## config.mk

```make
export PLATFORM = sky130hd
export DESIGN_NAME = sd_crc_engine
export DESIGN_NICKNAME = d
export VERILOG_FILES = /design/src/rtl/sd_crc_pkg.sv /design/src/rtl/sd_crc_step_unit.sv /design/src/rtl/sd_crc_engine.sv
export SDC_FILE = /design/constraint.sdc
export NUM_CORES = 1
export LEC_CHECK = 0
export CAP_MARGIN = 5
export CORE_MARGIN = 2
export CORE_UTILIZATION = 51
export CTS_CLUSTER_DIAMETER = 150
export DETAILED_ROUTE_END_ITERATION = 16
export PLACE_DENSITY_LB_ADDON = 0.05
export SLEW_MARGIN = 10
export SYNTH_ARGS = -nofsm -noshare
export SYNTH_HDL_FRONTEND = slang
export SYNTH_SLANG_ARGS = --single-unit
```

## constraint.sdc

```tcl
create_clock -name clk -period 1.4 [get_ports clk]
set_input_delay 0.14 -clock clk [delete_from_list [all_inputs] [get_ports clk]]
set_output_delay 0.14 -clock clk [all_outputs]
set_load 0.05 [all_outputs]
```

## src/rtl/sd_crc_pkg.sv

```systemverilog
// sd_crc_pkg: shared constants, FSM state type and the single-bit CRC step for the SD CRC engine
package sd_crc_pkg;
  localparam logic [6:0] CRC7_POLY = 7'h09;
  localparam logic [15:0] CRC16_POLY = 16'h1021;
  localparam int CMD_MSG_W = 40;
  localparam int DAT_BLOCK_W = 4096;
  typedef enum logic [1:0] {IDLE, SHIFT, DONE} state_t;
  // Operates on a 16-bit container; bits at and above w are forced to zero.
  function automatic logic [15:0] crc_step(input logic [15:0] crc, input logic din, input logic [15:0] poly, input int w);
    logic fb;
    logic [15:0] mask;
    fb = crc[w-1] ^ din;
    mask = 16'((32'd1 << w) - 32'd1);
    return ((crc << 1) ^ (fb ? poly : 16'h0)) & mask;
  endfunction
endpackage

```

## src/rtl/sd_crc_step_unit.sv

```systemverilog
// sd_crc_step_unit: combinational BITS_PER_CYCLE-deep unrolled CRC update, MSB of bits applied first
module sd_crc_step_unit
  import sd_crc_pkg::*;
#(
  parameter int CRC_W = 7,
  parameter logic [CRC_W-1:0] POLY = 7'h09,
  parameter int BITS_PER_CYCLE = 1
) (
  input  logic [CRC_W-1:0]          crc_in,
  input  logic [BITS_PER_CYCLE-1:0] bits,
  output logic [CRC_W-1:0]          crc_out
);
  logic [CRC_W-1:0] acc;
  always_comb begin
    acc = crc_in;
    for (int i = BITS_PER_CYCLE - 1; i >= 0; i--)
      acc = CRC_W'(crc_step(16'(acc), bits[i], 16'(POLY), CRC_W));
    crc_out = acc;
  end
endmodule

```

## src/rtl/sd_crc_engine.sv

```systemverilog
// sd_crc_engine: bit-serial CRC generator with Start/Busy/Valid handshake.
// Define SD_CRC_CHECK_EN to add the RxCRC input and Match output for receive-side checking.
module sd_crc_engine
  import sd_crc_pkg::*;
#(
  parameter int CRC_W = 7,
  parameter logic [CRC_W-1:0] POLY = 7'h09,
  parameter int MSG_W = 40,
  parameter int BITS_PER_CYCLE = 1,
  parameter logic [CRC_W-1:0] INIT = '0
) (
  input  logic             clk,
  input  logic             rst_n,
  input  logic             Start,
  input  logic [MSG_W-1:0] Message,
`ifdef SD_CRC_CHECK_EN
  input  logic [CRC_W-1:0] RxCRC,
`endif
  output logic             Busy,
  output logic             Valid,
  output logic [CRC_W-1:0] CRC
`ifdef SD_CRC_CHECK_EN
  ,
  output logic             Match
`endif
);
  localparam int BEATS = MSG_W / BITS_PER_CYCLE;
  localparam int CNT_W = $clog2(BEATS + 1);
  if (MSG_W % BITS_PER_CYCLE != 0) begin : g_err_msg_w
    $error("MSG_W must be a multiple of BITS_PER_CYCLE");
  end
  if (CRC_W < 1 || CRC_W > 16) begin : g_err_crc_w
    $error("CRC_W must be in 1..16");
  end
  if (BITS_PER_CYCLE != 1 && BITS_PER_CYCLE != 2 && BITS_PER_CYCLE != 4 && BITS_PER_CYCLE != 8) begin : g_err_bpc
    $error("BITS_PER_CYCLE must be 1, 2, 4 or 8");
  end
  state_t state, state_nx;
  logic accept;
  logic [MSG_W-1:0] sr;
  logic [CNT_W-1:0] cnt;
  logic [CRC_W-1:0] crc_step_out;
  sd_crc_step_unit #(.CRC_W(CRC_W), .POLY(POLY), .BITS_PER_CYCLE(BITS_PER_CYCLE)) u_step (
    .crc_in (CRC),
    .bits   (sr[MSG_W-1 -: BITS_PER_CYCLE]),
    .crc_out(crc_step_out)
  );
  // A request is taken from IDLE or DONE; while shifting it is dropped.
  always_comb begin
    accept = Start && state != SHIFT;
    state_nx = accept ? SHIFT : (state == SHIFT && cnt == CNT_W'(1)) ? DONE : state;
    Busy = state == SHIFT;
    Valid = state == DONE;
  end
  always_ff @(posedge clk or negedge rst_n)
    if (!rst_n) state <= IDLE;
    else state <= state_nx;
  always_ff @(posedge clk or negedge rst_n)
    if (!rst_n) begin
      sr <= '0;
      cnt <= '0;
      CRC <= INIT;
    end else if (accept) begin
      sr <= Message;
      cnt <= CNT_W'(BEATS);
      CRC <= INIT;
    end else if (state == SHIFT) begin
      sr <= sr << BITS_PER_CYCLE;
      cnt <= cnt - CNT_W'(1);
      CRC <= crc_step_out;
    end
`ifdef SD_CRC_CHECK_EN
  logic [CRC_W-1:0] rx_q;
  always_ff @(posedge clk or negedge rst_n)
    if (!rst_n) rx_q <= '0;
    else if (accept) rx_q <= RxCRC;
  assign Match = state == DONE && CRC == rx_q;
`endif
endmodule

```

; Word-level counts from Yosys, hierarchy flattened
; Index checks and enable logic that the tools add are counted.
[word_totals]
in_bits = 43
output_inout_bits = 9
register_bits = 55
word_cells = 24
[classes]
n_addsub = 1
n_mux = 9
eq_ne = 4
n_bitwise = 2
reduce_logical = 4
[op_table]
columns = operator, count
row1 = $mux W40, 2
row2 = $mux W7, 2
row3 = $mux W6, 2
row4 = $xor A7 B4 Y7, 1
row5 = $eq A6 B1 Y1 const B, 1
row6 = $sub A6 B1 Y6 const B, 1
row7 = $mux W2, 2
row8 = $mux W4, 1
row9 = $reduce_bool A2 Y1, 2
row10 = $eq A2 B1 Y1 const B, 1
row11 = $eq A2 B2 Y1 const B, 1
row12 = $logic_and A1 B1 Y1, 2
row13 = $ne A2 B1 Y1 const B, 1
row14 = $xor A1 B1 Y1, 1

; Logic depth before layout (Yosys ltp)
[logic_depth]
depth_word = 5
ltp_mapped = 6
mapped_depth_nobuf = 5

; Modules after synthesis
; A second synthesis with hierarchy kept.
[unflattened]
cells_unflattened = 250
area_unflattened_um2 = 2608.8
[modules_own_cells]
columns = module, seq_area_each_um2, area_per_inst_um2, cells_each, n_inst
row1 = sd_crc_engine, 1376.3, 2538.7, 243, 1
row2 = sd_crc_step_unit, 0.0, 70.1, 7, 1

; Worst setup path before layout
; No wires, ideal clock.
[synth_timing]
path_type = reg-to-reg
start = reg cnt[0]
end = reg cnt[4]
setup_time_ps = 121
path_buffers = 0
required_ps = 1279
stages_incl_launch_ff = 6
t_arrival_ps = 1104
slack_ps = 175
period_less_slack_ps = 1225
cell_sequence = dfrtp_1 inv_1 ha_1 nor3b_1 mux2i_1 a22o_1
[synth_via]
elab_chain_len = 3
[synth_rtl]
columns = element, line
row1 = "start, declared", sd_crc_engine.sv:41  ; logic [CNT_W-1:0] cnt;
row2 = "start signal, assigned", sd_crc_engine.sv:65  ; cnt <= CNT_W'(BEATS);
row3 = "start signal, assigned", sd_crc_engine.sv:69  ; cnt <= cnt - CNT_W'(1);
row4 = $sub A6 B1 Y6, sd_crc_engine.sv:69
row5 = $mux W6, sd_crc_engine.sv:67  ; end else if (state == SHIFT) begin
row6 = $mux W6, sd_crc_engine.sv:63  ; end else if (accept) begin
; Every way passes these cells. The select of a mux whose other input is x is not followed.
; A chain may end at the register's enable or synchronous reset.

; Worst setup path after layout
[layout_timing]
start = reg state[1]
end = out Busy
[layout_via]
elab_chain_len = 1
[layout_rtl]
columns = element, line
row1 = "start, declared", sd_crc_engine.sv:38  ; state_t state, state_nx;
row2 = "start signal, assigned", sd_crc_engine.sv:57  ; else state <= state_nx;
row3 = $eq A2 B1 Y1, sd_crc_engine.sv:52  ; Busy = state == SHIFT;
row4 = "end, declared", sd_crc_engine.sv:19  ; output logic Busy,
; Every way passes these cells.

==> run metrics <==
via count of the first global-routing pass=approximately 1900; Routed WL per cell=13.3 µm; clock tree root driver cell=sky130_fd_sc_hd__clkbuf_8; DRT Pass-1 Iters=5; wire length of the first global-routing pass=8340 µm; die span in y=74.6 µm; clock period minus final worst setup slack=1.35 ns; total cell area at the placement stage=approximately 3200 µm²; fraction of layout cells with a size suffix above 1=11.1%; maximum clock skew at final layout=0.00628 ns; Critical Setup Path Class=register to output pin; residual overflow from global routing=0; ranking of synthesized cells by instance count=sky130_fd_sc_hd__dfrtp_1, sky130_fd_sc_hd__nand2_1, sky130_fd_sc_hd__mux2i_1, sky130_fd_sc_hd__o21ai_0, sky130_fd_sc_hd__o21ai_1; row count=25; Horiz. Die Dim=74.6 µm; DRC marker count from the first detailed-route iteration=91; Critical Path AT=1.21 ns; most frequent cell after synthesis=sky130_fd_sc_hd__dfrtp_1; maximum net fanout on the critical path=12; cell accounting for the most synthesized area=sky130_fd_sc_hd__dfrtp_1; post-synthesis to final-layout area growth=34.3%; class of the tightest hold or removal check=input port to register; Detailed Route WL=4860 µm; final weighted congestion in routability-driven placement=just under 0.8; average vias per placed instance=5.12; Worst setup SP type=register; Worst Setup Slack post-DPL=~0.054 ns; share of synthesized cell area in full adder, half adder and majority cells=0.984%; result of the run=finished, final reports clean; data required time at the worst endpoint=1.26 ns; clk slew on worst S/H paths=around 0.09 ns; port buffer count=51; Synthesis Warnings=0; sum of negative setup slack=0 ns; power per unit of standard cell area=1920 nW/µm²; clock network latency to the later pin of the worst-skew pair=0.30 ns; antenna violations before repair=0; share of synthesized cell area in and, or, nand and nor gates=10.9%; transition time at the pin with the least slew margin=0.297 ns; sequential area share after synthesis=a little over half; fraction of synthesized area in multiplexers=17.3%; xor/xnor cell area share of the yosys netlist=0.689%; proportion of netlist area held by the largest area contributor=54.1%; TritonCTS Buffers=5; antenna diode instance count=0; Antenna Violating Nets Remaining=0; Initial Util=between 50% and 60%; Final Hold Viols=0; synthesized netlist net count=288; max-slew headroom at the worst pin=approximately four fifths; Final Util=71.8%; core area=4750 µm²; library cells used by synthesis=24; dominant combinational cell family by area after synthesis=multiplexers; final design area excluding fillers=3420 µm²; EDFF count, synth=0; worst-case register-to-register setup slack=0.13 ns; Post-Route Hold Slack=0.287 ns; Static Leak=approximately 1.6 nW; number of levels in the clock H-tree=2; I/O pin total=52; sinks on the clock net=55; DPL Wire Length=roughly 3200 µm; DRC=0; post-synth design cell area=2540 µm²; Post-synth top flop=sky130_fd_sc_hd__dfrtp_1; worst-case vdd ir drop=0.917 mV; final setup violation count=0; number of max-slew violations in the final report=0; top area cells in the synthesized netlist=sky130_fd_sc_hd__dfrtp_1, sky130_fd_sc_hd__mux2i_1, sky130_fd_sc_hd__nand2_1; maximum number of pins on one net before global-route repair=56; fraction of the mapped netlist area in compound gates=10.8%; die footprint=~5600 µm²; synthesized flop and latch total=55; synthesized area per cell=10.5 µm²; highest clock rate=~740 MHz; Final WS setup=between 0.05 and 0.06 ns; number of nets in the layout=342; overall fraction of global-route tracks in use=19.5%; RSZ-0062 raised after global routing=no; count of mapped cells out of synthesis=between 200 and 250; total number of vias=1869; clock tree from TritonCTS=built; clock tree buffer depth=2; post-route fraction of the period consumed by the critical path=96.1%; Worst setup EP type=output pin; fraction of registers with async set or reset after synthesis=100%; Max-Cap Viols=0
[cell families after synthesis]
logic type | Yosys count
AO/OA/AOI/OAI | 53
XOR/XNOR | 2
adder cells (fa/ha/maj) | 2
buffers and inverters | 21
flip-flops | 55
multiplexers | 44
AND/OR/NAND/NOR | 66
[placed cells by master, fill, tap and decap left out, drive strengths merged]
cell type	Yosys	final
a21oi	2	2
xnor2	1	1
nor2	4	4
mux2i	44	44
nand2b	1	1
dfrtp	55	55
bufbuf	0	1
o21a	1	1
bufinv	0	1
nor3	1	1
buf	13	21
xor2	1	1
clkdlybuf4s50	0	40
a22o	2	2
clkinv	1	2
o21ai	48	48
nor3b	2	2
nand3	5	5
clkbuf	3	6
ha	2	2
nand2	52	52
nand4b	1	1
inv	4	4
dlygate4sd3	0	1
[registers in the layout, indices dropped and copies added (netlist names)]
register and flops:
sr 40, CRC 7, cnt 6, state 2
[final cells by class]
class,instances,area [µm²]
Clock inverter,2,35.0
Sequential cell,55,1380
Multi-Input combinational cell,167,1040
Inverter,5,26.3
Clock buffer,6,82.6
Timing Repair Buffer,63,771
Tap cell,67,83.8
Fill cell,367,1340
[where the power goes]
group / leakage [nW] / switching [mW] / internal [mW]
combinational: 0.847 / 1.42 / 1.37
clock: 0.0612 / 0.501 / 0.579
sequential: 0.705 / 0.469 / 2.23
[worst paths after layout]
path | from | to | cells after the start
worst max register to register | cnt[0]$_DFFE_PN0P_ | cnt[4]$_DFFE_PN0P_ | 5
worst min register to register | cnt[5]$_DFFE_PN0P_ | cnt[5]$_DFFE_PN0P_ | 1
worst min-delay path | Start | cnt[3]$_DFFE_PN0P_ | 3
min in group asynchronous | rst_n | sr[35]$_DFFE_PN0P_ | 3
worst max-delay path | state[1]$_DFFE_PN0P_ | Busy | 4
max in group asynchronous | rst_n | sr[21]$_DFFE_PN0P_ | 3
[metal layers]
| metal | wire (µm) | GRT usage [%] |
|---|---|---|
| met5 | 0 | 0 |
| met4 | 62 | 6.15 |
| met3 | 183 | 4.69 |
| met2 | 2300 | 31.3 |
| met1 | 2310 | 26.5 |
[through the flow]
step           cells  total power [mW]
2_1_floorplan    243              4.32
3_3_place_gp     351              5.26
3_5_place_dp     351              5.35
4_1_cts          363              6.58
5_1_grt          365              7.04
6_report         365              6.57
[critical path, cell delays in order, from the launching register on]
cell and delay (ns):
sky130_fd_sc_hd__dfrtp_1 0.39, sky130_fd_sc_hd__nand2b_4 0.17, sky130_fd_sc_hd__inv_8 0.08, sky130_fd_sc_hd__buf_12 0.13, sky130_fd_sc_hd__buf_12 0.13
[what timing repair did]
item	CTS	global route
endpoints found under the setup margin	1	2
hold buffers	1	0
hold endpoints to repair	55	0
setup buffers	2	2
cloned	1	0
resized for setup	2	2
Note: power is estimated with default switching activity, not from simulation.
